### config.mk
export PLATFORM = sky130hd
export DESIGN_NAME = vga_render_pipe
export DESIGN_NICKNAME = d
export VERILOG_FILES = /design/src/rtl/vga_render_pipe.sv
export SDC_FILE = /design/constraint.sdc
export NUM_CORES = 2
export LEC_CHECK = 0
export ABC_AREA = 1
export CAP_MARGIN = 30
export CORE_MARGIN = 2
export CORE_UTILIZATION = 35
export CTS_CLUSTER_DIAMETER = 30
export CTS_CLUSTER_SIZE = 8
export DETAILED_ROUTE_END_ITERATION = 10
export GPL_TIMING_DRIVEN = 0
export PLACE_DENSITY = 0.58
export SETUP_SLACK_MARGIN = 0.4
export SLEW_MARGIN = 20
export SYNTH_ARGS = -nofsm -noshare
export SYNTH_HDL_FRONTEND = slang
export SYNTH_SLANG_ARGS = --single-unit
### constraint.sdc
create_clock -name clk -period 13.37 [get_ports clk]
set_input_delay 2.674 -clock clk [delete_from_list [all_inputs] [get_ports clk]]
set_output_delay 2.674 -clock clk [all_outputs]
set_load 0.02 [all_outputs]
### src/rtl/vga_render_pipe.sv
// Lava-runner pixel renderer: region compares, priority colour select and
// frame-counted tint fade in a 3-stage pipeline advanced by the pixel strobe.
module vga_render_pipe #(
  parameter int COLOR_W    = 8,
  parameter int NUM_RECT   = 16,
  parameter int TINT_SHIFT = 4,
  parameter int LAVA_Y     = 380,
  parameter int CEIL_Y     = 75,
  parameter int SPRITE_SZ  = 16,
  localparam int AW = (NUM_RECT > 1) ? $clog2(NUM_RECT) : 1
) (
  input  logic               clk,
  input  logic               rst_n,
  input  logic               pix_valid,
  input  logic [9:0]         x,
  input  logic [9:0]         y,
  input  logic               active_pixels,
  input  logic               hs_in,
  input  logic               vs_in,
  input  logic [9:0]         player_x,
  input  logic [9:0]         player_y,
  input  logic [9:0]         lava_wall_x,
  input  logic [9:0]         lava_height,
  input  logic [2:0]         game_state,
  input  logic               cfg_we,
  input  logic [AW-1:0]      cfg_addr,
  input  logic [40:0]        cfg_data,
  input  logic               cfg_commit,
  output logic               cfg_busy,
  output logic [COLOR_W-1:0] VGA_R,
  output logic [COLOR_W-1:0] VGA_G,
  output logic [COLOR_W-1:0] VGA_B,
  output logic               VGA_HS,
  output logic               VGA_VS,
  output logic               VGA_BLANK_N
);

  localparam logic [9:0] COL_X0   = 10'd270;
  localparam logic [9:0] COL_X1   = 10'd309;
  localparam logic [9:0] SCREEN_H = 10'd480;
  localparam logic [9:0] GOAL_X0  = 10'd580;
  localparam logic [9:0] GOAL_X1  = 10'd630;
  localparam logic [9:0] GOAL_Y0  = 10'd355;
  localparam logic [9:0] GOAL_Y1  = 10'd360;
  localparam logic [TINT_SHIFT:0] TINT_MAX = {1'b1, {TINT_SHIFT{1'b0}}};
  localparam logic [TINT_SHIFT:0] TINT_ONE = (TINT_SHIFT + 1)'(1);

  typedef enum logic [1:0] {TS_NONE = 2'd0, TS_OVER = 2'd1, TS_WIN = 2'd2} tint_state_t;

  // Top COLOR_W bits of an 8-bit channel (zero-padded when COLOR_W > 8).
  function automatic logic [COLOR_W-1:0] f_sc(input logic [7:0] c);
    logic [COLOR_W+7:0] t;
    t = {c, {COLOR_W{1'b0}}};
    return t[COLOR_W+7 -: COLOR_W];
  endfunction

  function automatic logic f_sprite(input logic [10:0] px, input logic [10:0] py);
    logic hit;
    hit = 1'b0;
    if (px >= 11'd5 && px <= 11'd10 && py <= 11'd5) hit = 1'b1;
    if (px >= 11'd7 && px <= 11'd8 && py >= 11'd6 && py <= 11'd12) hit = 1'b1;
    if (py >= 11'd8 && py <= 11'd12 && (px == 11'd15 - py || px == py)) hit = 1'b1;
    if (py >= 11'd13 && py <= 11'd15 && (px == 11'd20 - py || px == py - 11'd5)) hit = 1'b1;
    return hit;
  endfunction

  function automatic logic [COLOR_W-1:0] f_blend(input logic [COLOR_W-1:0] base,
                                                 input logic [COLOR_W-1:0] tgt,
                                                 input logic [TINT_SHIFT:0] lvl);
    logic signed [COLOR_W:0]              diff;
    logic signed [TINT_SHIFT+1:0]         lvl_s;
    logic signed [COLOR_W+TINT_SHIFT+2:0] prod;
    diff  = $signed({1'b0, tgt}) - $signed({1'b0, base});
    lvl_s = $signed({1'b0, lvl});
    prod  = diff * lvl_s;
    return base + COLOR_W'(prod >>> TINT_SHIFT);
  endfunction

  logic w_frame_start;
  assign w_frame_start = pix_valid && (x == 10'd0) && (y == 10'd0);

  // Rectangle tables: shadow written by config, active swapped in at frame start.
  logic [40:0] r_shadow [NUM_RECT];
  logic [40:0] r_active [NUM_RECT];
  logic        r_busy;
  logic        w_swap;
  assign w_swap   = w_frame_start && r_busy;
  assign cfg_busy = r_busy;

  always_ff @(posedge clk or negedge rst_n) begin
    if (!rst_n) begin
      for (int i = 0; i < NUM_RECT; i++) begin
        r_shadow[i] <= '0;
        r_active[i] <= '0;
      end
      r_busy <= 1'b0;
    end else begin
      for (int i = 0; i < NUM_RECT; i++) begin
        if (w_swap) r_active[i] <= r_shadow[i];
        if (cfg_we && cfg_addr == AW'(i)) r_shadow[i] <= cfg_data;
      end
      if (cfg_commit) r_busy <= 1'b1;
      else if (w_swap) r_busy <= 1'b0;
    end
  end

  logic [NUM_RECT-1:0] w_rect_hit;
  generate
    for (genvar gi = 0; gi < NUM_RECT; gi++) begin : g_rect
      assign w_rect_hit[gi] = r_active[gi][40] &&
                              x >= r_active[gi][39:30] && x <= r_active[gi][29:20] &&
                              y >= r_active[gi][19:10] && y <= r_active[gi][9:0];
    end
  endgenerate

  logic [9:0]  w_col_top;
  logic [10:0] w_wall_end, w_dx, w_dy;
  logic        w_ceil, w_floor, w_col, w_goal, w_wall, w_player;
  assign w_col_top  = SCREEN_H - lava_height;
  assign w_wall_end = {1'b0, lava_wall_x} + 11'd10;
  assign w_dx       = {1'b0, x} - {1'b0, player_x};
  assign w_dy       = {1'b0, y} - {1'b0, player_y};
  assign w_ceil     = y < 10'(CEIL_Y);
  assign w_floor    = y >= 10'(LAVA_Y);
  assign w_col      = x >= COL_X0 && x <= COL_X1 && (lava_height >= SCREEN_H || y >= w_col_top);
  assign w_goal     = x >= GOAL_X0 && x <= GOAL_X1 && y >= GOAL_Y0 && y <= GOAL_Y1;
  assign w_wall     = x >= lava_wall_x && {1'b0, x} < w_wall_end;
  // Negative offsets wrap to large values, so the box test rejects them too.
  assign w_player   = w_dx < 11'(SPRITE_SZ) && w_dy < 11'(SPRITE_SZ) && f_sprite(w_dx, w_dy);

  // Stage 1: region flags.
  logic r_s1_ceil, r_s1_floor, r_s1_col, r_s1_rect, r_s1_goal, r_s1_wall, r_s1_player;
  logic r_s1_act, r_s1_hs, r_s1_vs;
  always_ff @(posedge clk or negedge rst_n) begin
    if (!rst_n) begin
      {r_s1_ceil, r_s1_floor, r_s1_col, r_s1_rect, r_s1_goal, r_s1_wall, r_s1_player} <= '0;
      r_s1_act <= 1'b0;
      r_s1_hs  <= 1'b1;
      r_s1_vs  <= 1'b1;
    end else if (pix_valid) begin
      r_s1_ceil   <= w_ceil;
      r_s1_floor  <= w_floor;
      r_s1_col    <= w_col;
      r_s1_rect   <= |w_rect_hit;
      r_s1_goal   <= w_goal;
      r_s1_wall   <= w_wall;
      r_s1_player <= w_player;
      r_s1_act    <= active_pixels;
      r_s1_hs     <= hs_in;
      r_s1_vs     <= vs_in;
    end
  end

  // Stage 2: priority select, later assignments win.
  logic [23:0] w_base24;
  always_comb begin
    w_base24 = 24'hC0C0C0;
    if (r_s1_ceil)   w_base24 = 24'h505050;
    if (r_s1_floor)  w_base24 = 24'hFF4500;
    if (r_s1_col)    w_base24 = 24'hFF4500;
    if (r_s1_rect)   w_base24 = 24'h505050;
    if (r_s1_goal)   w_base24 = 24'hFFD700;
    if (r_s1_wall)   w_base24 = 24'hFF6600;
    if (r_s1_player) w_base24 = 24'h0000FF;
  end

  logic [COLOR_W-1:0] r_s2_r, r_s2_g, r_s2_b;
  logic               r_s2_act, r_s2_hs, r_s2_vs;
  always_ff @(posedge clk or negedge rst_n) begin
    if (!rst_n) begin
      r_s2_r   <= '0;
      r_s2_g   <= '0;
      r_s2_b   <= '0;
      r_s2_act <= 1'b0;
      r_s2_hs  <= 1'b1;
      r_s2_vs  <= 1'b1;
    end else if (pix_valid) begin
      r_s2_r   <= f_sc(w_base24[23:16]);
      r_s2_g   <= f_sc(w_base24[15:8]);
      r_s2_b   <= f_sc(w_base24[7:0]);
      r_s2_act <= r_s1_act;
      r_s2_hs  <= r_s1_hs;
      r_s2_vs  <= r_s1_vs;
    end
  end

  // Tint fade state, stepped once per frame start.
  tint_state_t           r_tint_state, w_tint_state_next;
  logic [TINT_SHIFT:0]   r_tint_level, w_tint_level_next;
  always_ff @(posedge clk or negedge rst_n) begin
    if (!rst_n) begin
      r_tint_state <= TS_NONE;
      r_tint_level <= '0;
    end else begin
      r_tint_state <= w_tint_state_next;
      r_tint_level <= w_tint_level_next;
    end
  end

  always_comb begin
    w_tint_state_next = r_tint_state;
    w_tint_level_next = r_tint_level;
    if (w_frame_start) begin
      if (game_state == 3'd1 || game_state == 3'd2) begin
        w_tint_state_next = (game_state == 3'd1) ? TS_OVER : TS_WIN;
        if (r_tint_state != TS_NONE && r_tint_state != w_tint_state_next)
          w_tint_level_next = TINT_ONE;
        else if (r_tint_level != TINT_MAX)
          w_tint_level_next = r_tint_level + TINT_ONE;
      end else begin
        w_tint_state_next = TS_NONE;
        w_tint_level_next = '0;
      end
    end
  end

  logic [COLOR_W-1:0] w_tgt_g;
  assign w_tgt_g = (r_tint_state == TS_WIN) ? f_sc(8'hD7) : '0;

  // Stage 3: blend and output registers.
  always_ff @(posedge clk or negedge rst_n) begin
    if (!rst_n) begin
      VGA_R       <= '0;
      VGA_G       <= '0;
      VGA_B       <= '0;
      VGA_HS      <= 1'b1;
      VGA_VS      <= 1'b1;
      VGA_BLANK_N <= 1'b0;
    end else if (pix_valid) begin
      VGA_HS      <= r_s2_hs;
      VGA_VS      <= r_s2_vs;
      VGA_BLANK_N <= r_s2_act;
      if (!r_s2_act) begin
        VGA_R <= '0;
        VGA_G <= '0;
        VGA_B <= '0;
      end else if (r_tint_state == TS_NONE) begin
        VGA_R <= r_s2_r;
        VGA_G <= r_s2_g;
        VGA_B <= r_s2_b;
      end else begin
        VGA_R <= f_blend(r_s2_r, f_sc(8'hFF), r_tint_level);
        VGA_G <= f_blend(r_s2_g, w_tgt_g, r_tint_level);
        VGA_B <= f_blend(r_s2_b, '0, r_tint_level);
      end
    end
  end

endmodule

Word-level counts from Yosys, hierarchy flattened
Index checks and enable logic that the tools add are counted.
- add/sub/neg operators: 14
- $lt $le $gt $ge: 88
- mux-type cells: 25
- reductions and logical operators: 113
- eq/ne operators: 25
- $mul: 3
- operators with widths (operator ; count):
    10-bit greater-or-equal comparator ; 34
    10-bit less-or-equal comparator ; 32
    24-bit two-way mux ; 7
    1-bit logical AND ; 101
    8-bit two-way mux ; 7
    11-bit equality test ; 4
    11-bit by 4-bit less-or-equal comparator with 1-bit output (second input constant) ; 4
    10-bit by 9-bit greater-or-equal comparator with 1-bit output (second input constant) ; 4
    9-bit by 6-bit multiplier with 12-bit output ; 3
    11-bit by 3-bit greater-or-equal comparator with 1-bit output (second input constant) ; 3
    4-bit equality test (second input constant) ; 8
    8-bit adder ; 3
    11-bit by 4-bit greater-or-equal comparator with 1-bit output (second input constant) ; 2
    11-bit by 5-bit < comparator with 1-bit output (second input constant) ; 2
    10-bit by 10-bit subtractor with 11-bit output ; 2
    10-bit by 9-bit less-or-equal comparator with 1-bit output (second input constant) ; 2
    10-bit logical NOT ; 2
    4-bit by 3-bit equality test with 1-bit output (second input constant) ; 4
    16-bit OR reduction ; 1
    5-bit two-way mux ; 3
    10-bit by 4-bit adder with 11-bit output (second input constant) ; 1
    11-bit by 3-bit less-or-equal comparator with 1-bit output (second input constant) ; 1
    10-bit by 11-bit < comparator with 1-bit output ; 1
    11-bit by 3-bit subtractor with 11-bit output (second input constant) ; 1
    25 further kinds ; 36
- input port bits: 116
- register bits: 1384

Longest topological paths before layout
- depth after elaboration: 9
- depth in mapped cells: 40

Worst setup path after synthesis
No wires, ideal clock.
- path kind: register -> register
- start: register r_tint_state[0]
- end: register VGA_G[7]
- arrival time: 6072 ps
- buffers on the path: 0
- setup slack: 7180 ps
- stages on the path, launching flop included: 38
- cell sequence: dfrtp_1 > inv_2 > nand2_4 > nor2_1 > nor2_1 > ha_1 > or2_2 > ha_1 > or2_1 > xor2_1 > nor2_1 > fa_1 > inv_1 > fa_1 > fa_1 > inv_1 > ha_1 > a21oi_1 > [... 2 more ...] > nand2_1 > a21oi_1 > nor2_1 > o21ai_0 > nand2_1 > xor2_1 > ha_1 > nand2_1 > inv_1 > a221oi_1 > and2_0 > nand3_1 > nand2_1 > nand2_1 > nand2_1 > nand3_1 > nand3_1 > nand2_1
- word-level cells in the longest chain between the ends: 7
- elaborated cells between the ends (all ways): 8
- those cells by class: add/sub: 2; mul: 1; eq/ne: 1; mux: 3; reduce/logical: 1
- ends and longest elaborated chain (element ; line ; text):
    start, declared ; 188 ; tint_state_t r_tint_state, w_tint_state_next;
    start signal, assigned ; 195 ; r_tint_state <= w_tint_state_next;
    2-bit equality test ; 218 ; assign w_tgt_g = (r_tint_state == TS_WIN) ? f_sc(8'hD7) : '0;
    8-bit two-way mux ; 218 ;
    8-bit by 8-bit subtractor with 9-bit output ; 73 ; diff = $signed({1'b0, tgt}) - $signed({1'b0, base});
    9-bit by 6-bit multiplier with 12-bit output ; 75 ; prod = diff * lvl_s;
    8-bit adder ; 76 ; return base + COLOR_W'(prod >>> TINT_SHIFT);
    8-bit two-way mux (*) ; 237 ; end else if (r_tint_state == TS_NONE) begin
    8-bit two-way mux (*) ; 233 ; if (!r_s2_act) begin
    end signal, assigned ; 239 ; VGA_G <= r_s2_g;
    end signal, assigned ; 243 ; VGA_G <= f_blend(r_s2_g, w_tgt_g, r_tint_level);
    end, declared ; 31 ; output logic [COLOR_W-1:0] VGA_G,
Mark *: on every way between the ends. The rest lies on a longest branch, timed or not.
A chain may end at the register's enable or synchronous reset.

Worst setup path in the final report
Ends and elaborated chain as after synthesis.

==> impl_summary.log <==
[metrics] total design power: 15.4 mW
[metrics] cell count after synthesis: 8,440
[metrics] RSZ-0062 raised after global routing: false
[metrics] setup bufs post-CTS: 0
[metrics] share of cell area taken by muxes after synthesis: 0%
[metrics] hold_buf cts: 0
[metrics] DR WL/cell: 20.5 µm
[metrics] Final Wtd Congestion: 0.874
[metrics] period utilisation layout: 52.7%
[metrics] clock sink total: 1,373
[metrics] count of input and output buffers: 141
[metrics] PostCTS Resize Cnt: 0
[metrics] detailed-route via count: 61,982
[metrics] dominant combinational cell family by area after synthesis: simple AND/OR/NAND/NOR gates
[metrics] count of flip-flops with a built-in enable after synthesis: 0
[metrics] synthesized-area fraction occupied by adder cells: 14.9%
[metrics] synthesized net count: 9,387
[metrics] DIE WIDTH: 460 µm
[metrics] clock transition at the registers of the reported paths: 50 ps
[metrics] crit-path most repeated cell: sky130_fd_sc_hd__nand2_1
[metrics] number of H-tree branching levels: 5
[metrics] Setup Total Neg Slack: 0 ps
[metrics] largest incremental delay on the critical path: 550 ps
[metrics] Final Instance Count excl. Fillers: 11,930
[metrics] Layout Skew: 56.6 ps
[metrics] master of the slowest instance on the critical path: sky130_fd_sc_hd__fa_1
[metrics] count of unique library cells instantiated by Yosys: 59
[metrics] number of hold violations in the final report: 0
[metrics] xor and xnor area share after synthesis: 0.781%
[metrics] Setup crit end kind: flip-flop
[metrics] total grt overflow: 0
[metrics] status: completed
[metrics] YS warnings: 0
[metrics] cell family contributing the most delay on the critical path: adder cells
[metrics] fin crit period: 7050 ps
[metrics] clock tree from TritonCTS: built
[metrics] most common cell after layout, fill and taps aside: sky130_fd_sc_hd__nand2_1
[metrics] effective utilization at floorplan: 35.2%
[metrics] power density relative to cell area: 170 mW/mm²
[metrics] maximum fanout count along the critical path: 7
[metrics] cell at the root of the clock tree: sky130_fd_sc_hd__clkbuf_16
[metrics] count of placed standard cells including taps: 11,339
[metrics] aggregate routed wire length: 244,000 µm
[metrics] Tightest Hold Check Type: flip-flop to flip-flop
[metrics] data required time at the worst endpoint: 14,150 ps
[metrics] total half-perimeter wirelength after legalization and detailed placement: 167,000 µm
[metrics] type of the worst setup path: flip-flop to flip-flop
[metrics] dominant register cell in the synthesized netlist: sky130_fd_sc_hd__dfrtp_1
[metrics] Seq cells post-synth: 1,373
[metrics] Overall Global Routing Usage: 23.1%
[metrics] post-synthesis area per instance: 8.62 µm²
[metrics] io pins: 144
[metrics] clock latency reported for the late side of the worst-skew pair: 920 ps
[metrics] largest net degree at the start of global routing: 146
[metrics] final number of setup-violating endpoints: 0
[metrics] Final Max Tran Viols: 0
[metrics] beginning of the worst hold path: r_shadow[146]
[metrics] leakage power total: 45.6 nW
[metrics] Hold WS: 431 ps
[metrics] start of the worst register-to-register path: r_tint_state[0]
[metrics] number of CTS-inserted buffers: 333
[metrics] transition time at the pin with the least slew margin: 1110 ps
[metrics] crit path from: r_tint_state[0]
[metrics] Mapped Area: 0.0727 mm²
[metrics] share of the yosys chip area belonging to registers: 47.3%
[metrics] Max transition margin: 25.1%
[metrics] area of placed instances: 0.0790 mm²
[metrics] final routed DRC violation total: 0
[metrics] Worst Setup Start Kind: flip-flop
[metrics] Bufs and invs on worst path: 5
[metrics] first drt pass iteration count: 7
[metrics] Vias per Instance: 5.20
[metrics] die height: 460 µm
[metrics] area of the die: 0.211 mm²
[metrics] number of antenna violations at the first check in global routing: 18
[metrics] area of all placed cells without fillers: 0.0904 mm²
[metrics] fraction of the mapped netlist area in compound gates: 14.1%
[metrics] arrival time at the worst endpoint: 7830 ps
[metrics] via count of the first global-routing pass: 61,691
[metrics] Post-DRT Antenna Nets: 0
[metrics] Max VDD drop: 0.128 mV
[metrics] layout-stage area growth over the synthesis result: 24.3%
[metrics] placeable core area: 0.207 mm²
[metrics] fraction of final layout cells with drive strength greater than 1: 8.70%
[metrics] Fmax: 0.142 GHz
[metrics] max-cap violations: 0
[metrics] commonest non-fill, non-tap cells in the layout: sky130_fd_sc_hd__nand2_1, sky130_fd_sc_hd__dfrtp_1, sky130_fd_sc_hd__o21ai_0, sky130_fd_sc_hd__inv_1, sky130_fd_sc_hd__ha_1
[metrics] Starting DRT DRC Count: 5,477
[metrics] cell row count: 167
[metrics] CTS Buffer Depth: 4
[metrics] net count of the finished layout: 9,917
[metrics] post-synthesis simple-gate area fraction: 15.7%
[metrics] first-pass GRT wire length: 371,000 µm
[metrics] FFs w/ async S/R, synth: 100%
[cells by family (layout without fill, tap and decap cells)]
family / after synthesis / after routing
XOR/XNOR: 64 / 64
adder cells (fa/ha/maj): 831 / 831
other: 0 / 8
AND/OR/NAND/NOR: 2845 / 2845
AO/OA/AOI/OAI: 1931 / 1931
buffers and inverters: 1396 / 2174
flip-flops: 1373 / 1373
[synthesized netlist by cell type (all sizes together), types with 5 or more instances]
library cell     n  area [µm²]
a21oi          497        2490
and3            19         119
nor3            41         205
o2111ai         23         201
a21boi           7        52.6
dfstp            6         158
o21a            29         218
nor4            25         178
nor2           518        1970
o41ai           20         175
o21ai         1245        6230
a211oi          17         128
ha             777        9720
buf             83         417
or2             10        62.6
nand2         1990        7510
nand3          150         776
o21bai          14         109
xnor2           20         175
nand3b           8        60.1
xor2            44         393
a32o             7        70.1
clkbuf         254         953
a21o             5        37.5
o211ai          48         360
nand4           82         513
inv           1056        3960
fa              54        1080
dfrtp         1367       34200
[worst min-delay path, stage by stage (launching register included)]
cell and delay [ps]:
sky130_fd_sc_hd__dfrtp_1 340, sky130_fd_sc_hd__nand2_1 50, sky130_fd_sc_hd__o21ai_0 60
[layout make-up]
class / count / area [µm²]
fillers: 19910 / 116000
flip-flops and latches: 1373 / 34400
well taps: 2704 / 3380
multi-input cells: 5671 / 33000
inverters: 1059 / 3980
clock buffers: 427 / 9370
repair buffers: 195 / 2840
plain buffers: 337 / 1420
diodes: 8 / 20.0
clock inverters: 156 / 2000
[power by group]
group / internal (mW) / switching [mW]
combinational: 0.875 / 1.47
clock: 5.66 / 2.49
sequential: 4.63 / 0.253
total: 11.2 / 4.21
[registers in the layout, summed over array words and instances (netlist names), 2 cells and up]
signal        flops
r_active        656
r_shadow        656
VGA_B             8
VGA_G             8
VGA_R             8
r_s2_g            5
r_tint_level      5
r_s2_b            4
r_s2_r            4
r_tint_state      2
[layer usage]
metal	share of wire (%)	wire [µm]	track usage [%]
met4	4.0	9860	9.57
met5	0.0066	16	0
met3	7.2	17700	4.03
met2	45	109000	36.2
met1	44	108000	31.4
[worst paths after layout]
kind	end	slack [ps]	cells past startpoint
setup / recovery	VGA_G[7]	6320	39
hold / removal	r_active[146]	430	2
setup reg to reg	VGA_G[7]	6320	39
hold reg to reg	r_active[146]	430	2
max in group asynchronous	r_s1_floor	9720	3
min in group asynchronous	r_shadow[220]	1680	1
[through the flow]
step | util (%) | setup WS (ps)
final | 43.7 | 6320
after detailed placement | 38.2 | 6300
after floorplan | - | 7180
after global placement | 37.5 | -52720
after CTS | 43.7 | 6270
after global routing | 43.7 | 5770
(Power assumes the default switching activity.)
